File: config.mk
export PLATFORM = sky130hd
export DESIGN_NAME = filtro_sensores
export DESIGN_NICKNAME = d
export VERILOG_FILES = /design/src/rtl/filtro_sensores_pkg.sv /design/src/rtl/debounce_canal.sv /design/src/rtl/filtro_sensores.sv
export SDC_FILE = /design/constraint.sdc
export NUM_CORES = 1
export LEC_CHECK = 0
export CORE_MARGIN = 2
export CORE_UTILIZATION = 51
export DETAILED_ROUTE_END_ITERATION = 7
export HOLD_SLACK_MARGIN = 0.02
export PLACE_DENSITY = 0.74
export SLEW_MARGIN = 10
export SYNTH_ARGS = -nofsm -noshare
export SYNTH_HDL_FRONTEND = slang
export SYNTH_SLANG_ARGS = --single-unit
File: constraint.sdc
create_clock -name clk -period 1.4 [get_ports clk]
set_input_delay 0.14 -clock clk [delete_from_list [all_inputs] [get_ports clk]]
set_output_delay 0.14 -clock clk [all_outputs]
set_load 0.03 [all_outputs]
File: src/rtl/filtro_sensores_pkg.sv
// Shared definitions for the sensor input-conditioning stage:
// supervisor states, default filter lengths, counter widths, channel map.
package filtro_sensores_pkg;

   // Supervisor states; 2'b11 is unused and recovers to INIT
   typedef enum logic [1:0] {
      INIT  = 2'b00,
      RUN   = 2'b01,
      FAULT = 2'b10
   } estado_t;

   // Default filter lengths
   localparam int DEB_CYCLES_DEF   = 8;
   localparam int FAULT_CYCLES_DEF = 16;

   // Counter widths: debounce counters, startup/fault counters
   localparam int DEB_W = 4;
   localparam int CNT_W = 5;

   // Channel positions inside the packed raw/filtered vectors
   localparam int NUM_CANALES = 4;
   localparam int CH_NV0      = 0;
   localparam int CH_NV1      = 1;
   localparam int CH_ADUB     = 2;
   localparam int CH_ASP      = 3;

endpackage

File: src/rtl/debounce_canal.sv
// One conditioned input: two-flop synchroniser followed by a debouncer that
// only accepts a new level after DEB_CYCLES consecutive disagreeing samples.
module debounce_canal
   import filtro_sensores_pkg::*;
#(
   parameter int DEB_CYCLES = DEB_CYCLES_DEF
) (
   input  logic clk,
   input  logic reset,
   input  logic raw,
   output logic q
);

   localparam logic [DEB_W-1:0] CNT_LAST = DEB_W'(DEB_CYCLES - 1);

   logic             sync1_reg;
   logic             sync2_reg;
   logic             q_reg;
   logic             q_next;
   logic [DEB_W-1:0] cnt_reg;
   logic [DEB_W-1:0] cnt_next;

   // Bring the asynchronous switch into the clk domain
   always_ff @(posedge clk or negedge reset) begin
      if (!reset) begin
         sync1_reg <= 1'b0;
         sync2_reg <= 1'b0;
      end else begin
         sync1_reg <= raw;
         sync2_reg <= sync1_reg;
      end
   end

   // Count consecutive disagreements; any agreement restarts the count
   always_comb begin
      q_next   = q_reg;
      cnt_next = '0;
      if (sync2_reg != q_reg) begin
         if (cnt_reg == CNT_LAST) begin
            q_next   = sync2_reg;
            cnt_next = '0;
         end else begin
            cnt_next = cnt_reg + 1'b1;
         end
      end
   end

   // Stable value and debounce counter registers
   always_ff @(posedge clk or negedge reset) begin
      if (!reset) begin
         q_reg   <= 1'b0;
         cnt_reg <= '0;
      end else begin
         q_reg   <= q_next;
         cnt_reg <= cnt_next;
      end
   end

   assign q = q_reg;

endmodule

File: src/rtl/filtro_sensores.sv
// Input conditioning ahead of the fertigation/cleaning controller: debounces
// the four field switches, waits for the filters to settle before flagging
// valid, and latches a fault when the tank switches read upper-wet/lower-dry.
module filtro_sensores
   import filtro_sensores_pkg::*;
#(
   parameter int DEB_CYCLES   = DEB_CYCLES_DEF,
   parameter int FAULT_CYCLES = FAULT_CYCLES_DEF
) (
   input  logic clk,
   input  logic reset,
   input  logic nv1_raw,
   input  logic nv0_raw,
   input  logic adub_raw,
   input  logic asp_raw,
   input  logic fault_clr,
   output logic Nv1,
   output logic Nv0,
   output logic Adub,
   output logic Asp,
   output logic valid,
   output logic fault
);

   // Startup wait ends once every debouncer has had time to settle
   localparam logic [CNT_W-1:0] START_LAST = CNT_W'(DEB_CYCLES + 1);
   localparam logic [CNT_W-1:0] FAULT_LAST = CNT_W'(FAULT_CYCLES - 1);

   logic [NUM_CANALES-1:0] raw_vec;
   logic [NUM_CANALES-1:0] filt_vec;
   logic                   incons;

   estado_t                state_reg;
   logic [CNT_W-1:0]       start_cnt_reg;
   logic [CNT_W-1:0]       fault_cnt_reg;
   logic                   valid_reg;
   logic                   fault_reg;

   assign raw_vec[CH_NV0]  = nv0_raw;
   assign raw_vec[CH_NV1]  = nv1_raw;
   assign raw_vec[CH_ADUB] = adub_raw;
   assign raw_vec[CH_ASP]  = asp_raw;

   genvar gi;
   generate
      for (gi = 0; gi < NUM_CANALES; gi++) begin : g_canal
         debounce_canal #(
            .DEB_CYCLES (DEB_CYCLES)
         ) u_canal (
            .clk   (clk),
            .reset (reset),
            .raw   (raw_vec[gi]),
            .q     (filt_vec[gi])
         );
      end
   endgenerate

   // Upper switch wet while lower switch dry cannot happen physically
   assign incons = filt_vec[CH_NV1] & ~filt_vec[CH_NV0];

   // Supervisor: startup settle, inconsistency watch, sticky fault
   always_ff @(posedge clk or negedge reset) begin
      if (!reset) begin
         state_reg     <= INIT;
         start_cnt_reg <= '0;
         fault_cnt_reg <= '0;
         valid_reg     <= 1'b0;
         fault_reg     <= 1'b0;
      end else begin
         case (state_reg)
            INIT: begin
               fault_cnt_reg <= '0;
               if (start_cnt_reg == START_LAST) begin
                  state_reg     <= RUN;
                  start_cnt_reg <= '0;
                  valid_reg     <= 1'b1;
               end else begin
                  start_cnt_reg <= start_cnt_reg + 1'b1;
               end
            end
            RUN: begin
               if (incons) begin
                  if (fault_cnt_reg == FAULT_LAST) begin
                     state_reg     <= FAULT;
                     fault_cnt_reg <= '0;
                     valid_reg     <= 1'b0;
                     fault_reg     <= 1'b1;
                  end else begin
                     fault_cnt_reg <= fault_cnt_reg + 1'b1;
                  end
               end else begin
                  fault_cnt_reg <= '0;
               end
            end
            FAULT: begin
               // Acknowledge only takes effect once the switches agree again
               if (fault_clr && !incons) begin
                  state_reg     <= INIT;
                  start_cnt_reg <= '0;
                  fault_cnt_reg <= '0;
                  fault_reg     <= 1'b0;
               end
            end
            default: begin
               state_reg     <= INIT;
               start_cnt_reg <= '0;
               fault_cnt_reg <= '0;
               valid_reg     <= 1'b0;
               fault_reg     <= 1'b0;
            end
         endcase
      end
   end

   assign Nv0   = filt_vec[CH_NV0];
   assign Nv1   = filt_vec[CH_NV1];
   assign Adub  = filt_vec[CH_ADUB];
   assign Asp   = filt_vec[CH_ASP];
   assign valid = valid_reg;
   assign fault = fault_reg;

endmodule

==> results of run 1 <==
[through the flow]
| step | instances | power (mW) | utilization (%) |
|---|---|---|---|
| after CTS | 223 | 3.15 | 63.2 |
| after global routing | 228 | 3.35 | 64.8 |
| final | 228 | 3.16 | 64.8 |
| after global placement | 215 | 2.37 | 60.5 |
| after detailed placement | 215 | 2.41 | 60.5 |
| after floorplan | 149 | 2.11 | - |
[per-layer routing]
metal,track usage [%],wire length [µm],vias up
met5,0,0,-
met4,8.06,82,0
met3,4.86,102,11
met2,27.9,1570,26
met1,19.6,1250,586
li1,-,-,589
[area by class of cell]
cell class                      count  share of cell area [%]
Sequential cell                    42                    48.6
Clock inverter                      1                    1.39
Inverter                            3                   0.521
Multi-Input combinational cell    104                    33.9
Clock buffer                        6                    2.37
Tap cell                           46                    2.66
Timing Repair Buffer               26                    10.5
[Yosys cell counts]
master,number
nand4b_1,1
nor2b_1,6
nor2_1,17
o2bb2ai_1,4
a221o_1,1
and2b_2,1
a32o_1,1
xnor2_1,8
nand3_1,8
nor4bb_4,1
dfrtp_1,42
nor3b_1,1
nand2_1,8
nor3_1,8
o21ai_0,3
a21boi_4,1
a211oi_1,1
o21ai_1,2
a21oi_1,8
or3_1,1
xor2_1,3
a31oi_1,1
o21ai_2,1
ha_1,7
inv_1,3
nand2b_4,1
o211ai_1,2
nand2b_1,3
mux2_2,4
nor2_2,1
[what timing repair did]
| item | in CTS | in global routing |
|---|---|---|
| gates resized for setup | 8 | 2 |
| setup endpoints to repair | 10 | 9 |
| pin swaps | 2 | 3 |
| hold endpoints to repair | 18 | 0 |
| hold buffers | 1 | 0 |
| setup buffers | 0 | 5 |
[worst register-to-register path: cells and delay by family (launching register included)]
kind / cells / cell delay, ps
flip-flops: 1 / 440
AND/OR/NAND/NOR: 3 / 400
AO/OA/AOI/OAI: 1 / 270
adder cells (fa/ha/maj): 1 / 160
[cells by family (layout without fill, tap and decap cells)]
logic type      Yosys count  in the layout  synth area share (%)
compound gates           25             25                  9.94
xor+xnor                 11             11                  5.43
buf+inv                   3             36                 0.635
mux                       4              4                  2.54
flops                    42             42                  59.2
simple gates             57             57                  17.3
fa+ha+maj                 7              7                  4.94
[worst max-delay path by stage]
stage                                          start                            to  slack [ps]  cells after the start
finish                  fault_cnt_reg[1]$_DFFE_PN0P_             valid$_DFFE_PN0P_          30                      5
global placement        start_cnt_reg[1]$_DFFE_PN0P_  start_cnt_reg[2]$_DFFE_PN0P_          40                      6
CTS                     fault_cnt_reg[1]$_DFFE_PN0P_             valid$_DFFE_PN0P_          20                      5
floorplan           g_canal[0].u_canal.q$_DFFE_PN0P_             valid$_DFFE_PN0P_          10                      4
global route            fault_cnt_reg[1]$_DFFE_PN0P_             valid$_DFFE_PN0P_         -70                      5
detailed placement      start_cnt_reg[1]$_DFFE_PN0P_  start_cnt_reg[2]$_DFFE_PN0P_         -50                      6
[power breakdown]
part | leakage, nW | switching, mW | internal [mW]
Sequential | 0.541 | 0.167 | 1.42
Combinational | 0.382 | 0.425 | 0.375
Clock | 0.0443 | 0.355 | 0.416
Total | 0.967 | 0.947 | 2.21
==> metrics.txt, run 1 <==
outcome=finished, final reports clean; IO Pins=13; per-cell routed wire length=13.2 µm; Clock Latency Late Sink=~340 ps; mapped cell area=around 1800 µm²; CP Class=reg2reg; pin count of the biggest net entering global routing=25; CP startpoint kind=flop; Syn. warnings=0; Initial Util=between 50% and 60%; CP Capture Type=flop; CP cell instances=ha_4 > nand4b_1 > nor2_2 > nor3b_1 > a221o_1; sequential share of the synthesized area=around 60%; TNS Setup=0 ps; CTS Root Cell=clkbuf_4; CTS tree=yes; clock tree buffer depth=2; Mapped Nets=approximately 160; worst path required time=between 1500 and 2000 ps; gr ovfl total=0; Register Area=approximately 1100 µm²; Worst path slowest cell=dfrtp_1; first-pass GRT wire length=slightly above 5 mm; total number of vias=around 1200; Area growth syn-to-layout=21.8%; Crit Reg-Reg Startpoint=fault_cnt_reg[1]$_DFFE_PN0P_; share of cells above drive strength 1=between 10% and 20%; fill count=between 200 and 300; synth unique cells=30; Layout Skew=4.84 ps; Crit Path Max Fanout=3; final antenna diode count=0; Highest Clock Rate=~730 MHz; hold depth=1; number of core rows=21; unrepaired setup endpoints after global routing=true; top-area cell type share of the netlist area=59.2%; VDD IR max=approximately 0.87 mV; commonest non-fill, non-tap cells in the layout=42 x dfrtp_1, 16 x nor2_1, 12 x buf_4; Num CTS Buffers=5; GPL Wtd Cong=0.890; Power Density=1460 nW/µm²; WL final=3.00 mm; R2R Path End=valid$_DFFE_PN0P_; Iter 0 DRT Violations=39; Reg2Reg Setup Slack=between 20 and 30 ps; largest area contributor in the netlist=dfrtp_1; worst reg2reg path depth=5; GRT Overall Usage=approximately 17%; H-tree depth=2; most common cell after layout, fill and taps aside=dfrtp_1; Area after DPL=~2000 µm²; crit path buf inv count=0; Max stage delay on crit path=approximately 440 ps; Setup Viol. Count Final=0; ANT nets after route=0; CORE AREA=~3300 µm²; Slew HR=70.1%; worst-margin pin slew=~450 ps; # DRC=0; area of the multi-input gates=between 700 and 800 µm²; vias per cell=between 5 and 6; Final period util=98.0%; Pre-antenna DRT Iters=4; die area=3970 µm²; Die H=~63 µm; Placement Setup Slack=-52.7 ps; Synth Area per Inst=approximately 12 µm²; Nets=between 150 and 200; Hold Vio Cnt, Final=0; Final Instance Area=2160 µm²; Seq cells post-synth=42; hold_sp=asp_raw; Die Width=63.0 µm; Min-Delay Endpoint=g_canal[3].u_canal.sync1_reg$_DFF_PN0_; Period minus WS final=around 1400 ps; cell leakage power=~0.97 nW; Largest register FFs=16; worst setup margin=approximately 28 ps; CP delay by family, top=flip-flops; cells taking the most area after synthesis=dfrtp_1 59%, ha_1 4.9%, xnor2_1 3.9%; antenna violations before repair=0; CP Data Arrival Time=between 1500 and 2000 ps; worst min path class=in2reg; final hold slack=between 200 and 250 ps; Max Cap Viol=0; Worst-path clk slew=~110 ps; Final HPWL DP=around 2.2 mm; CTS Sinks=42; number of global-route vias before repair=approximately 1200; Buffers on Ports=12; Cells after Synth=149; Slew Limit Fails=0
(Power assumes the default switching activity.)
==> inputs of run 2 (changes only) <==
- CORE_MARGIN: 2 -> 5
==> run 2 against run 1 <==
Effect of this change: clock skew is essentially flat; sequential power is essentially flat; maximum frequency grew 1.4%; count of clock-buffer cells in the layout grew 1; worst hold slack lost 4.0 ps; via count shrank 1.5%; combinational power shrank 3.3%; critical path type is now reg2out; largest cell class unchanged; largest power group unchanged.
==> metrics.txt, run 2 (synthesis results as in run 1) <==
clock share of power=about a quarter; most common cell after layout, fill and taps aside=dfrtp_1; fill count=between 200 and 300; Max Cap Viol=0; unrepaired setup endpoints after global routing=true; R2R Path End=valid$_DFFE_PN0P_; total number of vias=around 1200; clock tree buffer depth=2; commonest non-fill, non-tap cells in the layout=42 x dfrtp_1, 16 x nor2_1, 9 x buf_4; Crit Path Max Fanout=5; hold_sp=asp_raw; share of cells above drive strength 1=17.2%; Int Pwr=2.15 mW; sw frac=between 30% and 40%; CTS Root Cell=clkbuf_4; Highest Clock Rate=between 700 and 800 MHz; Final HPWL DP=about 2.4 mm; # DRC=0; Layout Skew=5.01 ps; hold depth=1; cell leakage power=about 0.95 nW; WL final=roughly 3.2 mm; GRT Overall Usage=approximately 16%; Placement Setup Slack=about 9.9 ps; Min-Delay Endpoint=g_canal[3].u_canal.sync1_reg$_DFF_PN0_; pin count of the biggest net entering global routing=25; vias per cell=roughly 5.3; Iter 0 DRT Violations=between 50 and 60; IO Pins=13; Inst Count DP=roughly 220; Num CTS Buffers=5; Nets=between 150 and 200; Initial Util=a little over half; per-cell routed wire length=around 14 µm; Die H=about 69 µm; Die Width=69.0 µm; CP Data Arrival Time=approximately 1200 ps; first-pass GRT wire length=roughly 5.5 mm; Max stage delay on crit path=450 ps; Hold Vio Cnt, Final=0; Final period util=between 90% and 100%; CP Capture Type=output pin; Sw Pwr=about 970 µW; Pre-antenna DRT Iters=6; CORE AREA=3360 µm²; final hold slack=approximately 220 ps; Period minus WS final=roughly 1400 ps; Setup Viol. Count Final=0; Final Instance Area=approximately 2100 µm²; Crit Reg-Reg Startpoint=fault_cnt_reg[1]$_DFFE_PN0P_; Reg2Reg Setup Slack=around 60 ps; CP delay by family, top=flip-flops; worst setup margin=around 48 ps; CP startpoint kind=flop; VDD IR max=~0.98 mV; number of global-route vias before repair=~1300; CP cell instances=dlygate4sd2_1; gr ovfl total=0; Power Density=approximately 1500 nW/µm²; combinational group share of total power=24.8%; Area after DPL=a little over 2000 µm²; Clock Latency Late Sink=about 340 ps; worst path required time=roughly 1300 ps; worst reg2reg path depth=5; number of core rows=21; Flop pwr share=51.3%; Slew HR=70.9%; worst min path class=in2reg; ANT nets after route=0; crit path buf inv count=1; Slew Limit Fails=0; H-tree depth=2; final antenna diode count=0; GPL Wtd Cong=0.763; CTS Sinks=42; worst-margin pin slew=between 400 and 500 ps; CP Class=reg2out; TNS Setup=0 ps; CTS tree=yes; Buffers on Ports=12; Worst path slowest cell=dfrtp_1; outcome=finished, final reports clean; die area=around 4800 µm²; Worst-path clk slew=~110 ps; Area growth syn-to-layout=19.6%; antenna violations before repair=0; Finished Layout Cells=226; Largest register FFs=16
## run 2: worst max path at each step
| stage | startpoint | to | cells past startpoint |
|---|---|---|---|
| after CTS | fault_cnt_reg[1]$_DFFE_PN0P_ | valid$_DFFE_PN0P_ | 5 |
| after floorplan | g_canal[0].u_canal.q$_DFFE_PN0P_ | valid$_DFFE_PN0P_ | 4 |
| final | g_canal[1].u_canal.q$_DFFE_PN0P_ | Nv1 | 1 |
| after global placement | start_cnt_reg[1]$_DFFE_PN0P_ | start_cnt_reg[2]$_DFFE_PN0P_ | 6 |
| after detailed placement | fault_cnt_reg[1]$_DFFE_PN0P_ | valid$_DFFE_PN0P_ | 5 |
| after global routing | g_canal[1].u_canal.q$_DFFE_PN0P_ | Nv1 | 1 |
## run 2: final cells by class
type | instances | area [µm²] | area share, %
multi-input combinational | 104 | 722 | 34.0
sequential | 42 | 1050 | 49.5
tap | 46 | 57.6 | 2.71
timing repair buffer | 23 | 205 | 9.67
inverter | 3 | 11.3 | 0.531
clock inverter | 1 | 30.0 | 1.42
clock buffer | 7 | 45.0 | 2.12
## run 2: layer usage
metal  vias to the layer above  wire (µm)  track usage, %
met1                       598       1350            17.9
met4                         0         51            6.57
met3                         5        118            4.86
li1                        577          -               -
met5                         -          0               0
met2                        14       1660            28.8
## run 2: timing repair
item	CTS	global route
endpoints found under the hold margin	18	0
endpoints found under the setup margin	8	9
pin swaps	1	3
gates resized for setup	7	3
hold buffers	1	0
setup buffers	0	2
## run 2: stage by stage
step	total power [mW]	utilization, %
after global placement	2.36	60.0
after detailed placement	2.43	60.0
after floorplan	2.11	-
final	3.12	63.1
after global routing	3.32	63.1
after CTS	3.15	62.4
## run 2: power groups by stage
| stage | sequential [mW] | clock, mW | combinational (mW) |
|---|---|---|---|
| after floorplan | 1.69 | 0 | 0.420 |
| after global placement | 1.60 | 0 | 0.764 |
| after detailed placement | 1.63 | 0 | 0.807 |
| after CTS | 1.60 | 0.765 | 0.782 |
| after global routing | 1.63 | 0.827 | 0.864 |
| final | 1.60 | 0.744 | 0.774 |
==> inputs of run 3 (changes only) <==
- CTS_CLUSTER_DIAMETER: not set -> 200
- clock period: 1.4 -> 1.1 ns (I/O delays scaled with it)
==> run 3 against run 2 <==
Effect of this change: register-to-register slack worse by 270 ps; critical path type is now reg2reg; sequential power is 32% higher; cell area is 27% higher; sequential cell count stayed put; power is 65% higher; clock skew is 2.8 ps lower; final cell count is 13% higher; routed wire length is 27% higher; die area stayed put; sequential share of layout area is 10 points lower; the flow now finishes with violations (setup timing).
==> metrics.txt, run 3 (synthesis results as in run 1) <==
outcome=finished, violations left; failing checks=setup timing; Buffers on Ports=12; clock tree buffer depth=2; # DRC=0; Final HPWL DP=around 2.4 mm; vias per cell=~5.3; CP startpoint kind=flop; share of cells above drive strength 1=roughly half; WL final=between 4 and 5 mm; number of global-route vias before repair=roughly 1400; worst reg2reg path depth=5; ANT nets after route=0; R2R Path End=valid$_DFFE_PN0P_; Max stage delay on crit path=approximately 380 ps; Die Width=approximately 69 µm; worst path required time=between 1000 and 1500 ps; GRT Overall Usage=between 10% and 20%; Layout Skew=2.17 ps; Max Cap Viol=0; cell leakage power=around 1.2 nW; CTS tree=yes; Area growth syn-to-layout=52.0%; antenna violations before repair=0; CP Capture Type=flop; Initial Util=a little over half; CTS Sinks=42; per-cell routed wire length=15.8 µm; Finished Layout Cells=256; total number of vias=around 1400; worst min path class=in2reg; Hold Vio Cnt, Final=0; H-tree depth=2; CORE AREA=between 3000 and 4000 µm²; final hold slack=between 150 and 200 ps; Slew HR=between 70% and 80%; final antenna diode count=0; GPL Wtd Cong=0.847; Iter 0 DRT Violations=between 80 and 90; Largest register FFs=16; unrepaired setup endpoints after global routing=true; Die H=~70 µm; Inst Count DP=between 200 and 250; number of core rows=21; Crit Path Max Fanout=2; worst-margin pin slew=roughly 420 ps; Period minus WS final=1310 ps; commonest non-fill, non-tap cells in the layout=39 x dfrtp_1, 32 x buf_4, 13 x buf_6, 11 x nor2_1, 6 x nor2b_1; CP cell instances=ha_2 > nand4b_1 > nor2_2 > nor3b_1 > a221o_1; CP Class=reg2reg; most common cell after layout, fill and taps aside=dfrtp_1; VDD IR max=1.12 mV; Reg2Reg Setup Slack=-210 ps; Worst path slowest cell=dfrtp_1; first-pass GRT wire length=around 6.4 mm; Crit Reg-Reg Startpoint=fault_cnt_reg[1]$_DFFE_PN0P_; Final period util=119%; Nets=roughly 220; Num CTS Buffers=5; gr ovfl total=0; Setup Viol. Count Final=23; CP Data Arrival Time=~1600 ps; Overall Power=approximately 5.2 mW; Highest Clock Rate=764 MHz; Placement Setup Slack=-231 ps; pin count of the biggest net entering global routing=43; Power Density=1910 nW/µm²; Min-Delay Endpoint=g_canal[2].u_canal.sync1_reg$_DFF_PN0_; CTS Root Cell=clkbuf_4; hold_sp=adub_raw; Post-Route Utilization=~80%; die area=between 4000 and 5000 µm²; Clock Latency Late Sink=about 350 ps; hold depth=1; Slew Limit Fails=0; IO Pins=13; Worst-path clk slew=between 100 and 150 ps; worst setup margin=-209 ps; Pre-antenna DRT Iters=4
run 3: cell count changes in the layout (fill, tap and decap cells not counted), moves of 5 or more:
cell / previous run / this run
buf_4: 9 / 32
buf_6: 0 / 13
nor3_1: 8 / 1
dlygate4sd2_1: 6 / 0
nand2_1: 8 / 3
nor2_1: 16 / 11
nor2_4: 0 / 5
xnor2_1: 8 / 3
xnor2_2: 0 / 5
run 3: layer usage:
metal | global-route usage, % | vias to the layer above | wire (µm)
met1 | 21.5 | 686 | 1620
met3 | 4.05 | 11 | 104
met5 | 0 | - | 0
li1 | - | 641 | -
met2 | 33.0 | 24 | 2230
met4 | 8.27 | 0 | 85
run 3: layout make-up:
type	instances	area (µm²)
sequential	42	1050
multi-input combinational	104	990
fill	207	667
timing repair buffer	53	472
clock inverter	2	60.1
tap	46	57.6
clock buffer	6	51.3
inverter	3	11.3
run 3: critical path: cells and delay by family, from the launching register on:
kind / cells / cell delay, ps
simple gates: 3 / 370
fa+ha+maj: 1 / 200
flops: 1 / 380
compound gates: 1 / 250
run 3: stage by stage:
stage / instance area, µm² / TNS, ps
3_5_place_dp: 2250 / -2360
4_1_cts: 2550 / -2150
3_3_place_gp: 2250 / -1790
2_1_floorplan: 1820 / -959
5_1_grt: 2700 / -4100
6_report: 2700 / -2310
run 3: power breakdown:
group	switching, mW	internal [mW]	leakage (nW)
clock network	0.491	0.770	0.0585
logic	0.813	0.973	0.584
registers	0.298	1.81	0.537
run 3: worst max path at each step:
stage                     slack, ps  cells past startpoint                            to                    startpoint
after global placement         -180                      5  start_cnt_reg[1]$_DFFE_PN0P_                     fault_clr
final                          -210                      5             valid$_DFFE_PN0P_  fault_cnt_reg[1]$_DFFE_PN0P_
after global routing           -300                      6  start_cnt_reg[2]$_DFFE_PN0P_  start_cnt_reg[1]$_DFFE_PN0P_
after floorplan                -190                      5             valid$_DFFE_PN0P_  fault_cnt_reg[0]$_DFFE_PN0P_
after CTS                      -200                      6  start_cnt_reg[2]$_DFFE_PN0P_  start_cnt_reg[1]$_DFFE_PN0P_
after detailed placement       -230                      6      state_reg[0]$_DFFE_PN0P_  start_cnt_reg[1]$_DFFE_PN0P_
run 3: what timing repair did:
item / 4_1_cts / 5_1_grt
pin swaps: 21 / 12
hold endpoints to repair: 42 / 0
setup buffers: 3 / 3
hold buffers: 1 / 0
setup endpoints to repair: 29 / 34
gates resized for setup: 35 / 23
